`src/rtl/snoop_responder_if.sv`:
```
// snoop_responder_if: signal bundle of snoop_responder
// bus_*      : broadcast coherence message in, snoop_ready back-pressure out
// lcl_*      : CPU-side state/tag write into the line table
// wb_*       : writeback request/address out, wb_ack in
// snoop_*    : per-message result (done pulse, hit, final state), proto_err
interface snoop_responder_if #(parameter int ADDR_W = 8);
    logic              bus_valid;
    logic [2:0]        bus_msg;
    logic [1:0]        bus_src;
    logic [ADDR_W-1:0] bus_addr;
    logic              snoop_ready;
    logic              lcl_we;
    logic [ADDR_W-1:0] lcl_addr;
    logic [1:0]        lcl_state;
    logic              wb_req;
    logic [ADDR_W-1:0] wb_addr;
    logic              wb_ack;
    logic              snoop_done;
    logic              snoop_hit;
    logic [1:0]        snoop_state;
    logic              proto_err;
    modport master (
        output bus_valid, bus_msg, bus_src, bus_addr, lcl_we, lcl_addr, lcl_state, wb_ack,
        input  snoop_ready, wb_req, wb_addr, snoop_done, snoop_hit, snoop_state, proto_err
    );
    modport slave (
        input  bus_valid, bus_msg, bus_src, bus_addr, lcl_we, lcl_addr, lcl_state, wb_ack,
        output snoop_ready, wb_req, wb_addr, snoop_done, snoop_hit, snoop_state, proto_err
    );
endinterface

```
`src/rtl/snoop_responder.sv`:
```
// snoop_responder: bus-side MSI snoop controller with per-line state/tag table
// clk   : rising-edge clock
// reset : synchronous active-low reset
// bus   : snoop_responder_if.slave (bus message, local write, writeback, result)
module snoop_responder #(
    parameter logic [1:0] MY_ID  = 2'd0,
    parameter int         IDX_W  = 2,
    parameter int         ADDR_W = 8
) (
    input  logic          clk,
    input  logic          reset,
    snoop_responder_if.slave bus
);
    localparam int N  = 1 << IDX_W;
    localparam int TW = ADDR_W - IDX_W;
    localparam logic [2:0] RM  = 3'b001;
    localparam logic [2:0] WM  = 3'b010;
    localparam logic [2:0] INV = 3'b011;
    typedef enum logic [1:0] {IDLE, LOOKUP, WB, DONE} state_t;
    state_t st, nxt;
    logic [N-1:0][1:0]    line_st;
    logic [N-1:0][TW-1:0] line_tag;
    logic [2:0]           msg_q;
    logic [ADDR_W-1:0]    addr_q;
    logic [1:0]           fin_q, fin;
    logic                 hit_q, err_q, hit, excl, err, accept;
    logic [IDX_W-1:0]     idx, lidx;
    always_comb begin
        idx    = addr_q[IDX_W-1:0];
        lidx   = bus.lcl_addr[IDX_W-1:0];
        hit    = line_st[idx] != 2'b00 && line_tag[idx] == addr_q[ADDR_W-1:IDX_W];
        excl   = hit && line_st[idx] == 2'b10;
        err    = excl && msg_q == INV;
        // final line state; for exclusive read/write miss it is applied at wb_ack
        fin    = !hit ? 2'b00 : msg_q == RM ? 2'b01 : err ? 2'b10 : 2'b00;
        accept = st == IDLE && bus.bus_valid && bus.bus_src != MY_ID && bus.bus_msg inside {RM, WM, INV};
        nxt    = st;
        case (st)
            IDLE:    nxt = accept ? LOOKUP : IDLE;
            LOOKUP:  nxt = excl && !err ? WB : DONE;
            WB:      nxt = bus.wb_ack ? DONE : WB;
            default: nxt = IDLE;
        endcase
        bus.snoop_ready = st == IDLE;
        bus.wb_req      = st == WB;
        bus.wb_addr     = st == WB ? addr_q : '0;
        bus.snoop_done  = st == DONE;
        bus.snoop_hit   = st == DONE && hit_q;
        bus.snoop_state = st == DONE ? fin_q : 2'b00;
        bus.proto_err   = st == DONE && err_q;
    end
    always_ff @(posedge clk) begin
        if (!reset) st <= IDLE;
        else        st <= nxt;
    end
    always_ff @(posedge clk) begin
        if (!reset) begin
            line_st  <= '0;
            line_tag <= '0;
            msg_q    <= '0;
            addr_q   <= '0;
            fin_q    <= '0;
            hit_q    <= 1'b0;
            err_q    <= 1'b0;
        end else begin
            // local write lands at the acceptance edge, so LOOKUP sees it
            if (st == IDLE && bus.lcl_we) begin
                line_st[lidx]  <= bus.lcl_state;
                line_tag[lidx] <= bus.lcl_addr[ADDR_W-1:IDX_W];
            end
            if (accept) begin
                msg_q  <= bus.bus_msg;
                addr_q <= bus.bus_addr;
            end
            if (st == LOOKUP) begin
                fin_q <= fin;
                hit_q <= hit;
                err_q <= err;
                if (hit && nxt == DONE) line_st[idx] <= fin;
            end
            if (st == WB && bus.wb_ack) line_st[idx] <= fin_q;
        end
    end
endmodule

```
`src/flat_wrapper.sv`:
```
// flat-port wrapper written by rule: the top's interface ports become plain ports
module snoop_responder_flat 
#(
    parameter logic [1:0] MY_ID  = 2'd0,
    parameter int         IDX_W  = 2,
    parameter int         ADDR_W = 8
)
  (clk, reset, bus_bus_valid, bus_bus_msg, bus_bus_src, bus_bus_addr, bus_lcl_we, bus_lcl_addr, bus_lcl_state, bus_wb_ack, bus_snoop_ready, bus_wb_req, bus_wb_addr, bus_snoop_done, bus_snoop_hit, bus_snoop_state, bus_proto_err);
  snoop_responder_if #(.ADDR_W(ADDR_W)) bus_i ();
  input  logic clk;
  input  logic reset;
  input wire logic [$bits(bus_i.bus_valid)-1:0] bus_bus_valid;
  input wire logic [$bits(bus_i.bus_msg)-1:0] bus_bus_msg;
  input wire logic [$bits(bus_i.bus_src)-1:0] bus_bus_src;
  input wire logic [$bits(bus_i.bus_addr)-1:0] bus_bus_addr;
  input wire logic [$bits(bus_i.lcl_we)-1:0] bus_lcl_we;
  input wire logic [$bits(bus_i.lcl_addr)-1:0] bus_lcl_addr;
  input wire logic [$bits(bus_i.lcl_state)-1:0] bus_lcl_state;
  input wire logic [$bits(bus_i.wb_ack)-1:0] bus_wb_ack;
  output wire logic [$bits(bus_i.snoop_ready)-1:0] bus_snoop_ready;
  output wire logic [$bits(bus_i.wb_req)-1:0] bus_wb_req;
  output wire logic [$bits(bus_i.wb_addr)-1:0] bus_wb_addr;
  output wire logic [$bits(bus_i.snoop_done)-1:0] bus_snoop_done;
  output wire logic [$bits(bus_i.snoop_hit)-1:0] bus_snoop_hit;
  output wire logic [$bits(bus_i.snoop_state)-1:0] bus_snoop_state;
  output wire logic [$bits(bus_i.proto_err)-1:0] bus_proto_err;
  assign bus_i.bus_valid = bus_bus_valid;
  assign bus_i.bus_msg = bus_bus_msg;
  assign bus_i.bus_src = bus_bus_src;
  assign bus_i.bus_addr = bus_bus_addr;
  assign bus_i.lcl_we = bus_lcl_we;
  assign bus_i.lcl_addr = bus_lcl_addr;
  assign bus_i.lcl_state = bus_lcl_state;
  assign bus_i.wb_ack = bus_wb_ack;
  assign bus_snoop_ready = bus_i.snoop_ready;
  assign bus_wb_req = bus_i.wb_req;
  assign bus_wb_addr = bus_i.wb_addr;
  assign bus_snoop_done = bus_i.snoop_done;
  assign bus_snoop_hit = bus_i.snoop_hit;
  assign bus_snoop_state = bus_i.snoop_state;
  assign bus_proto_err = bus_i.proto_err;
  snoop_responder #(.MY_ID(MY_ID), .IDX_W(IDX_W), .ADDR_W(ADDR_W)) u_core (.clk(clk), .reset(reset), .bus(bus_i));
endmodule
```
`config.mk`:
```
export PLATFORM = sky130hd
export DESIGN_NAME = snoop_responder_flat
export DESIGN_NICKNAME = d
export VERILOG_FILES = /design/src/rtl/snoop_responder_if.sv /design/src/rtl/snoop_responder.sv /design/src/flat_wrapper.sv
export SDC_FILE = /design/constraint.sdc
export NUM_CORES = 1
export LEC_CHECK = 0
export CAP_MARGIN = 15
export CELL_PAD_IN_SITES_DETAIL_PLACEMENT = 2
export CELL_PAD_IN_SITES_GLOBAL_PLACEMENT = 2
export CORE_MARGIN = 5
export CORE_UTILIZATION = 31
export CTS_BUF_LIST = sky130_fd_sc_hd__clkbuf_8
export DETAILED_ROUTE_END_ITERATION = 7
export PLACE_DENSITY_LB_ADDON = 0.1
export SLEW_MARGIN = 20
export SYNTH_ARGS = -nofsm -noshare
export SYNTH_HDL_FRONTEND = slang
export SYNTH_SLANG_ARGS = --single-unit
```
`constraint.sdc`:
```
create_clock -name clk -period 2.23 [get_ports clk]
set_input_delay 0.446 -clock clk [delete_from_list [all_inputs] [get_ports clk]]
set_output_delay 0.446 -clock clk [all_outputs]
set_load 0.005 [all_outputs]
```
==> flow_metrics.tcl <==
set metrics [dict create \
    status "finished, violations left" \
    violations "setup timing" \
    endpoint_kind "flip-flop" \
    fp.dieArea_sq_um 10600 \
    gr-total-overflow 0 \
    fin_area_sq_um 3740 \
    yosys-top-cells-count "mux2i_1, dfxtp_1, nor2b_1, and2_1, a21oi_1" \
    yosys.cell_count.top_type "mux2i_1" \
    yosysSeqAreaShare_pct 36.6 \
    fmax_mhz 435 \
    die_x_microns 103 \
    worst-path-buf-inv 1 \
    fin_crit_sh_pct 103 \
    tns_ps -251 \
    setup-violations-final 6 \
    hold_viol 0 \
    cts_tree "done" \
    worst_hold_path_type "flip-flop to flip-flop" \
    initial_core_util_pct 31.2 \
    synth_cell_types 39 \
    dr.pass1.iters 4 \
    grt_pass1_vias 2476 \
    peakVddDrop_mv 0.268 \
    synth_nets 311 \
    worstSkewPairLatency_ps 320 \
    vias 2310 \
    cts_buffers 5 \
    postCtsHoldBufs 0 \
    place_ws_ps -457 \
    final_util_pct 43.5 \
    postRouteAntennaNets 0 \
    path_class "flip-flop to flip-flop" \
    yosys_most_used_dff "dfxtp_1" \
    nNetsFinal 381 \
    grt_use_met2_pct 31.6 \
    cts_root_buf "clkbuf_8" \
    hpwl_microns 6360 \
    gp_congestion 0.786 \
    layout_setup_ws_ps -68.1 \
    cts.sinks 49 \
    grt_start_max_net_pins 50 \
    postSynthAreaPerCell_sq_um 9.61 \
    ys_ff_latch 49 \
    routed_via_density 5.04 \
    worstMarginPinSlew_ps 516 \
    yosysTopAreaCell "dfxtp_1" \
    busiest_layer "met2" \
    grt_pass1_wl_microns 13900 \
    crit_arrival_ps 2530 \
    synthToLayoutAreaGrowth_pct 39.4 \
    p_per_area_nw_per_um2 588 \
    drt-total-wl_microns 8620 \
    finalMaxSlewViolations 0 \
    finClkSkew_ps 4.95 \
    rsz0062_at_grt "yes" \
    clockBufferDepth 2 \
    synth_warnings 0 \
    cp_top_family "compound AO/OA/AOI/OAI gates" \
    synth_top_area_share_pct 36.6 \
    fin_total_pwr_mw 2.20 \
    cpMaxStageDelayCell "mux4_2" \
    drcViolationCount 0 \
    die_h_microns 103 \
    first_iter_violations 56 \
    postSynthCellCount 279 \
    min_period_ps 2300 \
    grt_use_met3_pct 2.91 \
    io_buffers 42 \
    synthTopCellsByArea "dfxtp_1, mux2i_1, nor2b_1, and2_1, a21oi_1" \
    met1_usage_pct 21.4 \
    drv_cap 0 \
    p_leak_nw 1.44 \
    finalNonFillerCells 458 \
    fp-row-count 34 \
    slew_headroom_pct 65.5 \
    detail_route.wl_per_cell_microns 18.8 \
    critical_path_required_ps 2460 \
    antenna_found_initial 0 \
    synth_area_sq_um 2680 \
    antenna_cells 0 \
    io-pin-count 43 \
    crit_path_start_kind "flip-flop" \
    place_area_sq_um 3430 \
    hold_ws_ps 484 \
    grt_use_total_pct 17.3 \
    synth_enable_flop_cells 0 \
    cts.clk_slew.worst_paths_ps 110 \
    dp.cells 446 \
    crit_chain "mux4_2 > xnor2_4 > o211ai_4 > nor4b_4 > a21oi_1 > buf_4 > a211oi_2" \
    htree_levels 2 \
    cpPeakStageDelay_ps 570 \
    cp_max_fo 6 \
    layout-drive-gt1-share_pct 22.6 \
    async_flop_share_pct 0 \
    coreArea_sq_um 8590 \
]
## registers in the layout, indices dropped and copies added, names as in the netlist
name             count
u_core.line_st       8
u_core.line_tag     24
u_core.hit_q         1
u_core.st            2
u_core.addr_q        8
u_core.err_q         1
u_core.fin_q         2
u_core.msg_q         3
## cell usage in the layout (no fill, tap or decap), drive strengths merged, types with 2 or more instances in the layout
cell,count
dlymetal6s2s,4
nand2b,5
inv,8
nand4,3
o21ai,9
xnor2,2
ha,4
a21boi,2
xor2,8
clkbuf,5
nor3b,2
mux4,4
dfxtp,49
mux2i,51
buf,34
and2,18
nor4b,2
clkdlybuf4s50,38
nor3,2
nor2,10
a21oi,17
nand2,13
nor2b,36
nand3,3
o21a,2
nor4,4
a211oi,8
## final timing paths
kind	to	slack, ps	cells after the start	from
worst min-delay path	u_core.msg_q[2]	480	2	u_core.msg_q[2]
worst min register to register	u_core.msg_q[2]	480	2	u_core.msg_q[2]
worst max-delay path	u_core.line_st[0]	-70	7	u_core.addr_q[0]
worst max register to register	u_core.line_st[0]	-70	7	u_core.addr_q[0]
## power breakdown
group	internal [mW]	switching, mW	total [mW]
sequential	0.925	0.0412	0.967
clock	0.238	0.362	0.599
combinational	0.309	0.325	0.634
## worst register-to-register path: stages, from the launching register on
cell      delay, ps
dfxtp_4         410
mux4_2          580
xnor2_4         190
o211ai_4        200
nor4b_4         290
a21oi_1         100
buf_4           170
a211oi_2        270
## timing repair
| item | in CTS | in global routing |
|---|---|---|
| endpoints found under the hold margin | 0 | 0 |
| endpoints found under the setup margin | 19 | 20 |
| gates resized for setup | 20 | 21 |
| pin swaps | 2 | 7 |
| buffers inserted | 3 | 2 |
## cell type report
cell class / count / area [sq um]
Fill cell: 940 / 4850
Multi-Input combinational cell: 212 / 1780
Sequential cell: 49 / 987
Timing Repair Buffer: 76 / 717
Tap cell: 108 / 135
Clock buffer: 5 / 68.8
Clock inverter: 3 / 28.8
Inverter: 5 / 18.8
## per-layer routing
metal	vias up	part of all wire, %
li1	1119	-
met4	0	1.1
met1	1151	44
met3	8	2.7
met5	-	0
met2	32	52
## logic make-up (layout without fill, tap and decap cells)
| family | count (synthesis) | after routing | synth area share, % |
|---|---|---|---|
| and+or+nand+nor | 101 | 101 | 22.6 |
| muxes | 55 | 55 | 22.5 |
| DFF | 49 | 49 | 36.6 |
| AOI/OAI and AO/OA | 42 | 42 | 9.65 |
| buffers and inverters | 18 | 89 | 2.94 |
| xor gates and xnor gates | 10 | 10 | 3.82 |
| adders and majority gates | 4 | 4 | 1.87 |
Power figures use the tool's default switching activity.
